===== config.mk =====
export PLATFORM = sky130hd
export DESIGN_NAME = dma_tx_bufcmd_queue
export DESIGN_NICKNAME = d
export VERILOG_FILES = /design/src/rtl/dma_tx_bufcmd_queue.sv
export SDC_FILE = /design/constraint.sdc
export NUM_CORES = 1
export LEC_CHECK = 0
export CELL_PAD_IN_SITES_DETAIL_PLACEMENT = 0
export CELL_PAD_IN_SITES_GLOBAL_PLACEMENT = 1
export CORE_MARGIN = 1.5
export CORE_UTILIZATION = 58
export CTS_CLUSTER_SIZE = 20
export DETAILED_ROUTE_END_ITERATION = 10
export PLACE_DENSITY = 0.95
export SLEW_MARGIN = 30
export SYNTH_ARGS = -nofsm -noshare
export SYNTH_HDL_FRONTEND = slang
export SYNTH_SLANG_ARGS = --single-unit

===== constraint.sdc =====
create_clock -name clk -period 15.8 [get_ports clk]
set_input_delay 3.95 -clock clk [delete_from_list [all_inputs] [get_ports clk]]
set_output_delay 3.95 -clock clk [all_outputs]
set_load 0.02 [all_outputs]

===== src/rtl/dma_tx_bufcmd_queue.sv =====
// TX DMA buffer-command queue: parses 3-word commands into descriptors,
// queues them first-word-fall-through, and tracks posted/aired bursts.
module dma_tx_bufcmd_queue #(
  parameter int TIMESTAMP_BITS  = 49,
  parameter int RAM_ADDR_WIDTH  = 17,
  parameter int DATA_BITS       = 3,
  parameter int SAMPLES_WIDTH   = 13,
  parameter int BURSTS_BITS     = 5,
  parameter int FIFO_DEPTH_BITS = 4,
  parameter int PRECHARGE_THR   = 1
) (
  input  logic                       clk,
  input  logic                       rst_n,
  input  logic [31:0]                axis_cmd_data,
  input  logic                       axis_cmd_valid,
  output logic                       axis_cmd_ready,
  input  logic [31:0]                axis_control_data,
  input  logic                       axis_control_valid,
  output logic                       axis_control_ready,
  output logic [TIMESTAMP_BITS+BURSTS_BITS+SAMPLES_WIDTH+RAM_ADDR_WIDTH-DATA_BITS-1:0] m_bufcmd_data,
  output logic                       m_bufcmd_valid,
  input  logic                       m_bufcmd_ready,
  input  logic                       s_proc_idx_valid,
  output logic                       s_proc_idx_ready,
  output logic [1:0]                 fe_mute,
  output logic                       fe_format,
  output logic                       fe_swap,
  output logic                       txdma_active,
  output logic                       tx_buffprecharged,
  output logic [FIFO_DEPTH_BITS:0]   fifo_level,
  output logic [31:0]                m_stat_data
);

  localparam int BYTES_W = RAM_ADDR_WIDTH - DATA_BITS;
  localparam int D_W     = TIMESTAMP_BITS + BURSTS_BITS + SAMPLES_WIDTH + BYTES_W;
  localparam int DEPTH   = 2 ** FIFO_DEPTH_BITS;
  localparam int TSH_W   = TIMESTAMP_BITS - 32;
  localparam logic [FIFO_DEPTH_BITS:0] FULL_LVL = (FIFO_DEPTH_BITS+1)'(DEPTH);

  typedef enum logic [1:0] {W0 = 2'd0, W1 = 2'd1, W2 = 2'd2} pstate_t;

  pstate_t                    pstate_q, pstate_d;
  logic                       active_q, active_d;
  logic                       prech_q, prech_d;
  logic                       fmt_q, fmt_d;
  logic                       swap_q, swap_d;
  logic [1:0]                 mute_q, mute_d;
  logic [BURSTS_BITS-1:0]     bursts_q, bursts_d;
  logic [SAMPLES_WIDTH-1:0]   samples_q, samples_d;
  logic [BYTES_W-1:0]         bytes_q, bytes_d;
  logic [TSH_W-1:0]           tsh_q, tsh_d;
  logic [FIFO_DEPTH_BITS-1:0] wr_ptr_q, wr_ptr_d, rd_ptr_q, rd_ptr_d;
  logic [FIFO_DEPTH_BITS:0]   level_q, level_d;
  logic [FIFO_DEPTH_BITS-1:0] sh_wr_q, sh_wr_d, sh_rd_q, sh_rd_d;
  logic [FIFO_DEPTH_BITS:0]   sh_lvl_q, sh_lvl_d;
  logic [BURSTS_BITS-1:0]     sub_q, sub_d;
  logic [7:0]                 posted_q, posted_d, aired_q, aired_d, err_q, err_d;
  logic [15:0]                since_q, since_d;

  logic [D_W-1:0]             mem_q [DEPTH];
  logic [BURSTS_BITS-1:0]     sh_mem_q [DEPTH];

  logic do_clear, do_stop, do_start, do_upd, flush;
  logic full, cmd_fire, w2_fire, push, bad, pop;
  logic sh_push, proc_cnt, air;
  logic [D_W-1:0] desc;
  logic [1:0] pstate_bits;
  logic unused_bits;

  assign unused_bits = ^{axis_control_data, axis_cmd_data};

  assign do_clear = axis_control_valid && axis_control_data[7];
  assign do_stop  = axis_control_valid && !axis_control_data[7] &&
                    (axis_control_data[1:0] == 2'b00) && active_q;
  assign do_start = axis_control_valid && !axis_control_data[7] &&
                    (axis_control_data[1:0] == 2'b11) && !active_q;
  assign do_upd   = axis_control_valid && !axis_control_data[7] && active_q &&
                    axis_control_data[11] && !do_stop;
  assign flush    = do_clear || do_stop;

  assign full           = (level_q == FULL_LVL);
  assign axis_cmd_ready = active_q && !((pstate_q == W2) && full);
  assign cmd_fire       = axis_cmd_valid && axis_cmd_ready;
  assign w2_fire        = cmd_fire && (pstate_q == W2) && !flush;
  assign push           = w2_fire && (bytes_q != '0);
  assign bad            = w2_fire && (bytes_q == '0);
  assign pop            = (level_q != '0) && m_bufcmd_ready && !flush;
  assign desc           = {tsh_q, axis_cmd_data, bursts_q, samples_q, bytes_q};

  // Bursts shadow outlives the main queue entry until the descriptor has aired.
  assign sh_push  = push && (sh_lvl_q != FULL_LVL);
  assign proc_cnt = s_proc_idx_valid && active_q && (sh_lvl_q != '0) && !flush;
  assign air      = proc_cnt && (sub_q == sh_mem_q[sh_rd_q]);

  always_comb begin
    pstate_d  = pstate_q;
    active_d  = active_q;
    fmt_d     = fmt_q;
    swap_d    = swap_q;
    mute_d    = mute_q;
    bursts_d  = bursts_q;
    samples_d = samples_q;
    bytes_d   = bytes_q;
    tsh_d     = tsh_q;
    wr_ptr_d  = wr_ptr_q;
    rd_ptr_d  = rd_ptr_q;
    level_d   = level_q;
    sh_wr_d   = sh_wr_q;
    sh_rd_d   = sh_rd_q;
    sh_lvl_d  = sh_lvl_q;
    sub_d     = sub_q;
    posted_d  = posted_q;
    aired_d   = aired_q;
    err_d     = err_q;
    since_d   = since_q;

    if (cmd_fire) begin
      unique case (pstate_q)
        W0: begin
          bytes_d   = axis_cmd_data[BYTES_W-1:0];
          samples_d = axis_cmd_data[BYTES_W +: SAMPLES_WIDTH];
          bursts_d  = axis_cmd_data[BYTES_W+SAMPLES_WIDTH +: BURSTS_BITS];
          pstate_d  = W1;
        end
        W1: begin
          tsh_d    = axis_cmd_data[TSH_W-1:0];
          pstate_d = W2;
        end
        default: pstate_d = W0;
      endcase
    end

    if (push) begin
      wr_ptr_d = wr_ptr_q + 1'b1;
      posted_d = posted_q + 1'b1;
      since_d  = (since_q == '1) ? since_q : since_q + 1'b1;
    end
    if (pop) rd_ptr_d = rd_ptr_q + 1'b1;
    if (push && !pop)      level_d = level_q + 1'b1;
    else if (!push && pop) level_d = level_q - 1'b1;
    if (bad && (err_q != '1)) err_d = err_q + 1'b1;

    if (sh_push) sh_wr_d = sh_wr_q + 1'b1;
    if (air)     sh_rd_d = sh_rd_q + 1'b1;
    if (sh_push && !air)      sh_lvl_d = sh_lvl_q + 1'b1;
    else if (!sh_push && air) sh_lvl_d = sh_lvl_q - 1'b1;

    if (air) begin
      sub_d   = '0;
      aired_d = aired_q + 1'b1;
    end else if (proc_cnt) begin
      sub_d = sub_q + 1'b1;
    end

    if (do_start) begin
      active_d = 1'b1;
      fmt_d    = axis_control_data[3];
      mute_d   = {axis_control_data[8], axis_control_data[9]};
      swap_d   = axis_control_data[10];
      since_d  = '0;
    end
    if (do_upd) begin
      mute_d = {axis_control_data[8], axis_control_data[9]};
      swap_d = axis_control_data[10];
    end
    if (flush) begin
      active_d = 1'b0;
      pstate_d = W0;
      wr_ptr_d = '0;
      rd_ptr_d = '0;
      level_d  = '0;
      sh_wr_d  = '0;
      sh_rd_d  = '0;
      sh_lvl_d = '0;
      sub_d    = '0;
    end
    if (do_clear) begin
      posted_d = '0;
      aired_d  = '0;
      err_d    = '0;
    end

    prech_d = active_d && (prech_q || (int'(since_d) >= PRECHARGE_THR));
  end

  always_ff @(posedge clk or negedge rst_n) begin
    if (!rst_n) begin
      pstate_q  <= W0;
      active_q  <= 1'b0;
      prech_q   <= 1'b0;
      fmt_q     <= 1'b0;
      swap_q    <= 1'b0;
      mute_q    <= '0;
      bursts_q  <= '0;
      samples_q <= '0;
      bytes_q   <= '0;
      tsh_q     <= '0;
      wr_ptr_q  <= '0;
      rd_ptr_q  <= '0;
      level_q   <= '0;
      sh_wr_q   <= '0;
      sh_rd_q   <= '0;
      sh_lvl_q  <= '0;
      sub_q     <= '0;
      posted_q  <= '0;
      aired_q   <= '0;
      err_q     <= '0;
      since_q   <= '0;
    end else begin
      pstate_q  <= pstate_d;
      active_q  <= active_d;
      prech_q   <= prech_d;
      fmt_q     <= fmt_d;
      swap_q    <= swap_d;
      mute_q    <= mute_d;
      bursts_q  <= bursts_d;
      samples_q <= samples_d;
      bytes_q   <= bytes_d;
      tsh_q     <= tsh_d;
      wr_ptr_q  <= wr_ptr_d;
      rd_ptr_q  <= rd_ptr_d;
      level_q   <= level_d;
      sh_wr_q   <= sh_wr_d;
      sh_rd_q   <= sh_rd_d;
      sh_lvl_q  <= sh_lvl_d;
      sub_q     <= sub_d;
      posted_q  <= posted_d;
      aired_q   <= aired_d;
      err_q     <= err_d;
      since_q   <= since_d;
    end
  end

  always_ff @(posedge clk) begin
    if (push)    mem_q[wr_ptr_q]    <= desc;
    if (sh_push) sh_mem_q[sh_wr_q]  <= bursts_q;
  end

  // Storage is unreset, so the head is masked to keep the output clean when empty.
  assign m_bufcmd_valid     = (level_q != '0);
  assign m_bufcmd_data      = m_bufcmd_valid ? mem_q[rd_ptr_q] : '0;
  assign axis_control_ready = 1'b1;
  assign s_proc_idx_ready   = active_q;
  assign fe_mute            = mute_q;
  assign fe_format          = fmt_q;
  assign fe_swap            = swap_q;
  assign txdma_active       = active_q;
  assign tx_buffprecharged  = prech_q;
  assign fifo_level         = level_q;
  assign pstate_bits        = pstate_q;
  assign m_stat_data        = {err_q, aired_q, posted_q, 3'b000, full,
                               active_q, prech_q, pstate_bits};

endmodule


==> impl_metrics.py <==
metrics = {
    "global_route": {
        "global_route.overflow_total": 0,
        "first_global_vias": 31000,
        "grt_antenna_before_repair": 8,
        "grt_first_pass_wirelength_um": 220000,
        "grt_max_degree": 81,
        "track_usage_pct": 30.3,
    },
    "sta": {
        "timing.hold.ws_ns": 0.510,
        "final_max_slew_viol_count": 0,
        "final.period_utilization_pct": 58.6,
        "period_minus_slack_ns": 9.25,
        "relSlewSlack_pct": 29.0,
        "worst_pin_slew_ns": 1.07,
        "timing_hold_violations_final": 0,
        "timing.clock.skew_ns": 0.0432,
        "timing.final.setup_violations": 0,
        "fmaxAchievable_mhz": 108,
        "rsz_0062_raised_after_global_routing": "false",
        "summed_negative_setup_slack_over_all_endpoints_ns": 0,
    },
    "clock_tree": {
        "cts_inserted_buffers": 147,
        "clock_path_buffers": 3,
        "cts_hold_repair.buffers": 0,
        "tritoncts": "built",
        "cts-root-buf": "sky130_fd_sc_hd__clkbuf_16",
        "h-tree-depth": 4,
        "cts.sink_count": 1504,
        "ctsResizeCount": 0,
        "worstSkewPairLatency_ns": 0.78,
        "clk_pin_slew_ns": 0.06,
        "cts_post_setup_buffers_inserted": 0,
    },
    "route": {
        "route.antenna.remaining_nets": 0,
        "vias": 29600,
        "drt-wirelength-per-cell_um": 35.6,
        "drtPass1Iterations": 6,
        "detail_route.drc_violations": 0,
        "drt_iter0_drc": 4293,
        "vias_per_cell": 6.89,
        "postRouteWirelength_um": 153000,
    },
    "floorplan": {
        "die_area_sq_mm": 0.103,
        "num_rows": 116,
        "top_level_ports": 198,
        "die_height_um": 320,
        "coreArea_sq_mm": 0.100,
        "starting_utilization_of_the_core_area_pct": 58.4,
        "fp.dieW_um": 320,
    },
    "worst_setup_path": {
        "critical_path.startpoint_type": "flop",
        "worstPathBufferInverterCount": 4,
        "worstPathCellList": "buf_4 -> buf_16 -> buf_6 -> mux4_2 -> mux4_2 -> and2_1 -> clkdlybuf4s50_1",
        "arrival_ns": 5.30,
        "worst-setup-path-type": "reg -> out",
        "cp_num_cells": 7,
        "cp_common_cell": "sky130_fd_sc_hd__mux4_2",
        "path_max_fanout": 80,
        "cpLargestDelayFamily": "buffers and inverters",
        "worst_r2r_path_depth": 7,
        "worst_setup_end_kind": "output port",
        "crit_slowest_cell": "sky130_fd_sc_hd__dfrtp_4",
        "critical_path_required_ns": 11.85,
        "cp_slowest_stage_delay_ns": 0.95,
    },
    "synth": {
        "synth.yosys.warnings": 0,
        "asyncSetResetFlopFracSynth_pct": 8.51,
        "synth_most_common_cell": "sky130_fd_sc_hd__edfxtp_1",
        "post-synth-top-area-cell": "sky130_fd_sc_hd__edfxtp_1",
        "post_synth_main_area_contributors": "sky130_fd_sc_hd__edfxtp_1 71%, sky130_fd_sc_hd__mux4_2 16%, sky130_fd_sc_hd__dfrtp_1 5.5%, sky130_fd_sc_hd__mux2_2 1.0%, sky130_fd_sc_hd__and2_1 0.99%",
        "synth-seq-cells": 1504,
        "synth.lib_cells_used.distinct": 53,
        "synth_top_cell_area_share_pct": 70.7,
        "yosysSeqAreaShare_pct": 76.2,
        "syn_inst": 2623,
        "synth.avg_cell_area_sq_um": 22.3,
        "most_frequently_used_flop_master_after_synthesis": "sky130_fd_sc_hd__edfxtp_1",
        "synth_top_cells_by_count": "1376 x sky130_fd_sc_hd__edfxtp_1, 414 x sky130_fd_sc_hd__mux4_2, 128 x sky130_fd_sc_hd__dfrtp_1",
        "synth-edff-count": 1376,
        "synth_area_sq_mm": 0.0584,
    },
    "final_layout": {
        "filler_cell_count": 5643,
        "area.growth.synth_to_final_pct": 14.3,
        "final_layout_size_suffix_gt1_share_pct": 26.0,
        "finish.net_count": 2962,
    },
    "job": {
        "max-cap-violations": 0,
    },
    "pwr": {
        "power.sequential.fraction_pct": 46.0,
        "net-switching-power_w": 0.00324,
        "pwr_dens_mw_per_mm2": 168,
        "power.share.combinational_pct": 22.4,
        "power.switching_fraction_pct": 28.8,
        "cellInternalPower_w": 0.00800,
        "cellLeakagePower_nw": 21.2,
        "clock_power_share_pct": 31.6,
        "vdd.ir_drop.worst_v": 0.000132,
    },
    "placement": {
        "gp_congestion": 0.812,
        "estimated_wirelength_of_the_detail_placed_design_um": 76000,
        "io_buffers": 169,
    },
    "hold_path": {
        "timing.hold.worst.class": "reg -> reg",
        "depth_of_the_worst_hold_timing_path": 1,
    },
    "run_status": {
        "run_status": "complete, no violations",
    },
}
-- through the flow --
step           cells  cell area (sq um)  util [%]  worst slack, ns  total power (W)
3_3_place_gp    4009              61700      61.7             7.17          0.00750
6_report        4294              66800      66.8             6.55           0.0112
5_1_grt         4294              66800      66.8             6.43           0.0115
2_1_floorplan   2625              58400         -             4.19          0.00667
4_1_cts         4290              66700      66.7             6.62           0.0113
3_5_place_dp    4015              61900      61.9             7.01          0.00767
-- kinds of logic after synthesis --
group	count (synthesis)	synth area share [%]
fa+ha+maj	23	0.518
compound gates	68	0.715
other cells	2	0.0129
simple gates	338	2.99
flops	1504	76.2
xor+xnor	51	0.797
mux	485	17.7
buf+inv	152	1.08
-- worst paths after layout --
| kind | from | to | slack (ns) |
|---|---|---|---|
| max | rd_ptr_q[1] | m_bufcmd_data[79] | 6.55 |
| max reg2reg | bytes_q[4] | mem_q[12][60] | 10.96 |
| max in group asynchronous | rst_n | rd_ptr_q[1] | 11.02 |
| min | fe_mute[0] | fe_mute[0] | 0.51 |
| min reg2reg | fe_mute[0] | fe_mute[0] | 0.51 |
| min in group asynchronous | rst_n | fe_format | 3.23 |
-- final cells by class --
type	count	area, sq um	area share, %
Sequential cell	1504	44500	66.7
Multi-Input combinational cell	969	13400	20.0
Clock buffer	194	4020	6.02
Timing Repair Buffer	230	2310	3.46
Tap cell	1298	1620	2.43
Clock inverter	81	826	1.24
Inverter	17	63.8	0.0956
Antenna cell	1	2.50	0.00375
-- metal layers --
metal  vias up  part of all wire [%]  global-route usage (%)
li1      11400                     -                       -
met1     15400                    33                    37.8
met2      2318                    52                    51.1
met3       451                    10                    6.22
met4        14                   4.8                    14.7
met5         -                 0.058                       0
-- power by group through the flow --
stage	clock network [W]	logic (W)	registers [W]
3_5_place_dp	0	0.00244	0.00523
4_1_cts	0.00357	0.00252	0.00516
5_1_grt	0.00371	0.00262	0.00519
3_3_place_gp	0	0.00233	0.00517
6_report	0.00355	0.00252	0.00517
2_1_floorplan	0	0.00164	0.00503
-- placed cells by master, fill, tap and decap left out, types with 26 or more instances in the layout --
cell type / n
sky130_fd_sc_hd__clkbuf_1: 33
sky130_fd_sc_hd__nor2_1: 66
sky130_fd_sc_hd__mux2_2: 53
sky130_fd_sc_hd__nand3_1: 27
sky130_fd_sc_hd__clkdlybuf4s50_1: 168
sky130_fd_sc_hd__clkinv_1: 26
sky130_fd_sc_hd__dfrtp_1: 117
sky130_fd_sc_hd__and2_1: 92
sky130_fd_sc_hd__mux4_2: 414
sky130_fd_sc_hd__clkbuf_16: 149
sky130_fd_sc_hd__xor2_1: 30
sky130_fd_sc_hd__nand2_1: 60
sky130_fd_sc_hd__buf_4: 43
sky130_fd_sc_hd__edfxtp_1: 1376
-- sequential cells by signal (all words and copies together) (netlist names) --
name / cells
fe_mute: 2
err_q: 8
fe_format: 1
sh_mem_q: 80
pstate_bits: 2
since_q: 16
sh_lvl_q: 5
samples_q: 13
rd_ptr_q: 4
fifo_level: 5
sub_q: 5
sh_rd_q: 4
tx_buffprecharged: 1
aired_q: 8
bursts_q: 5
fe_swap: 1
s_proc_idx_ready: 1
sh_wr_q: 4
wr_ptr_q: 4
posted_q: 8
bytes_q: 14
mem_q: 1296
tsh_q: 17
Note: power is estimated with default switching activity, not from simulation.
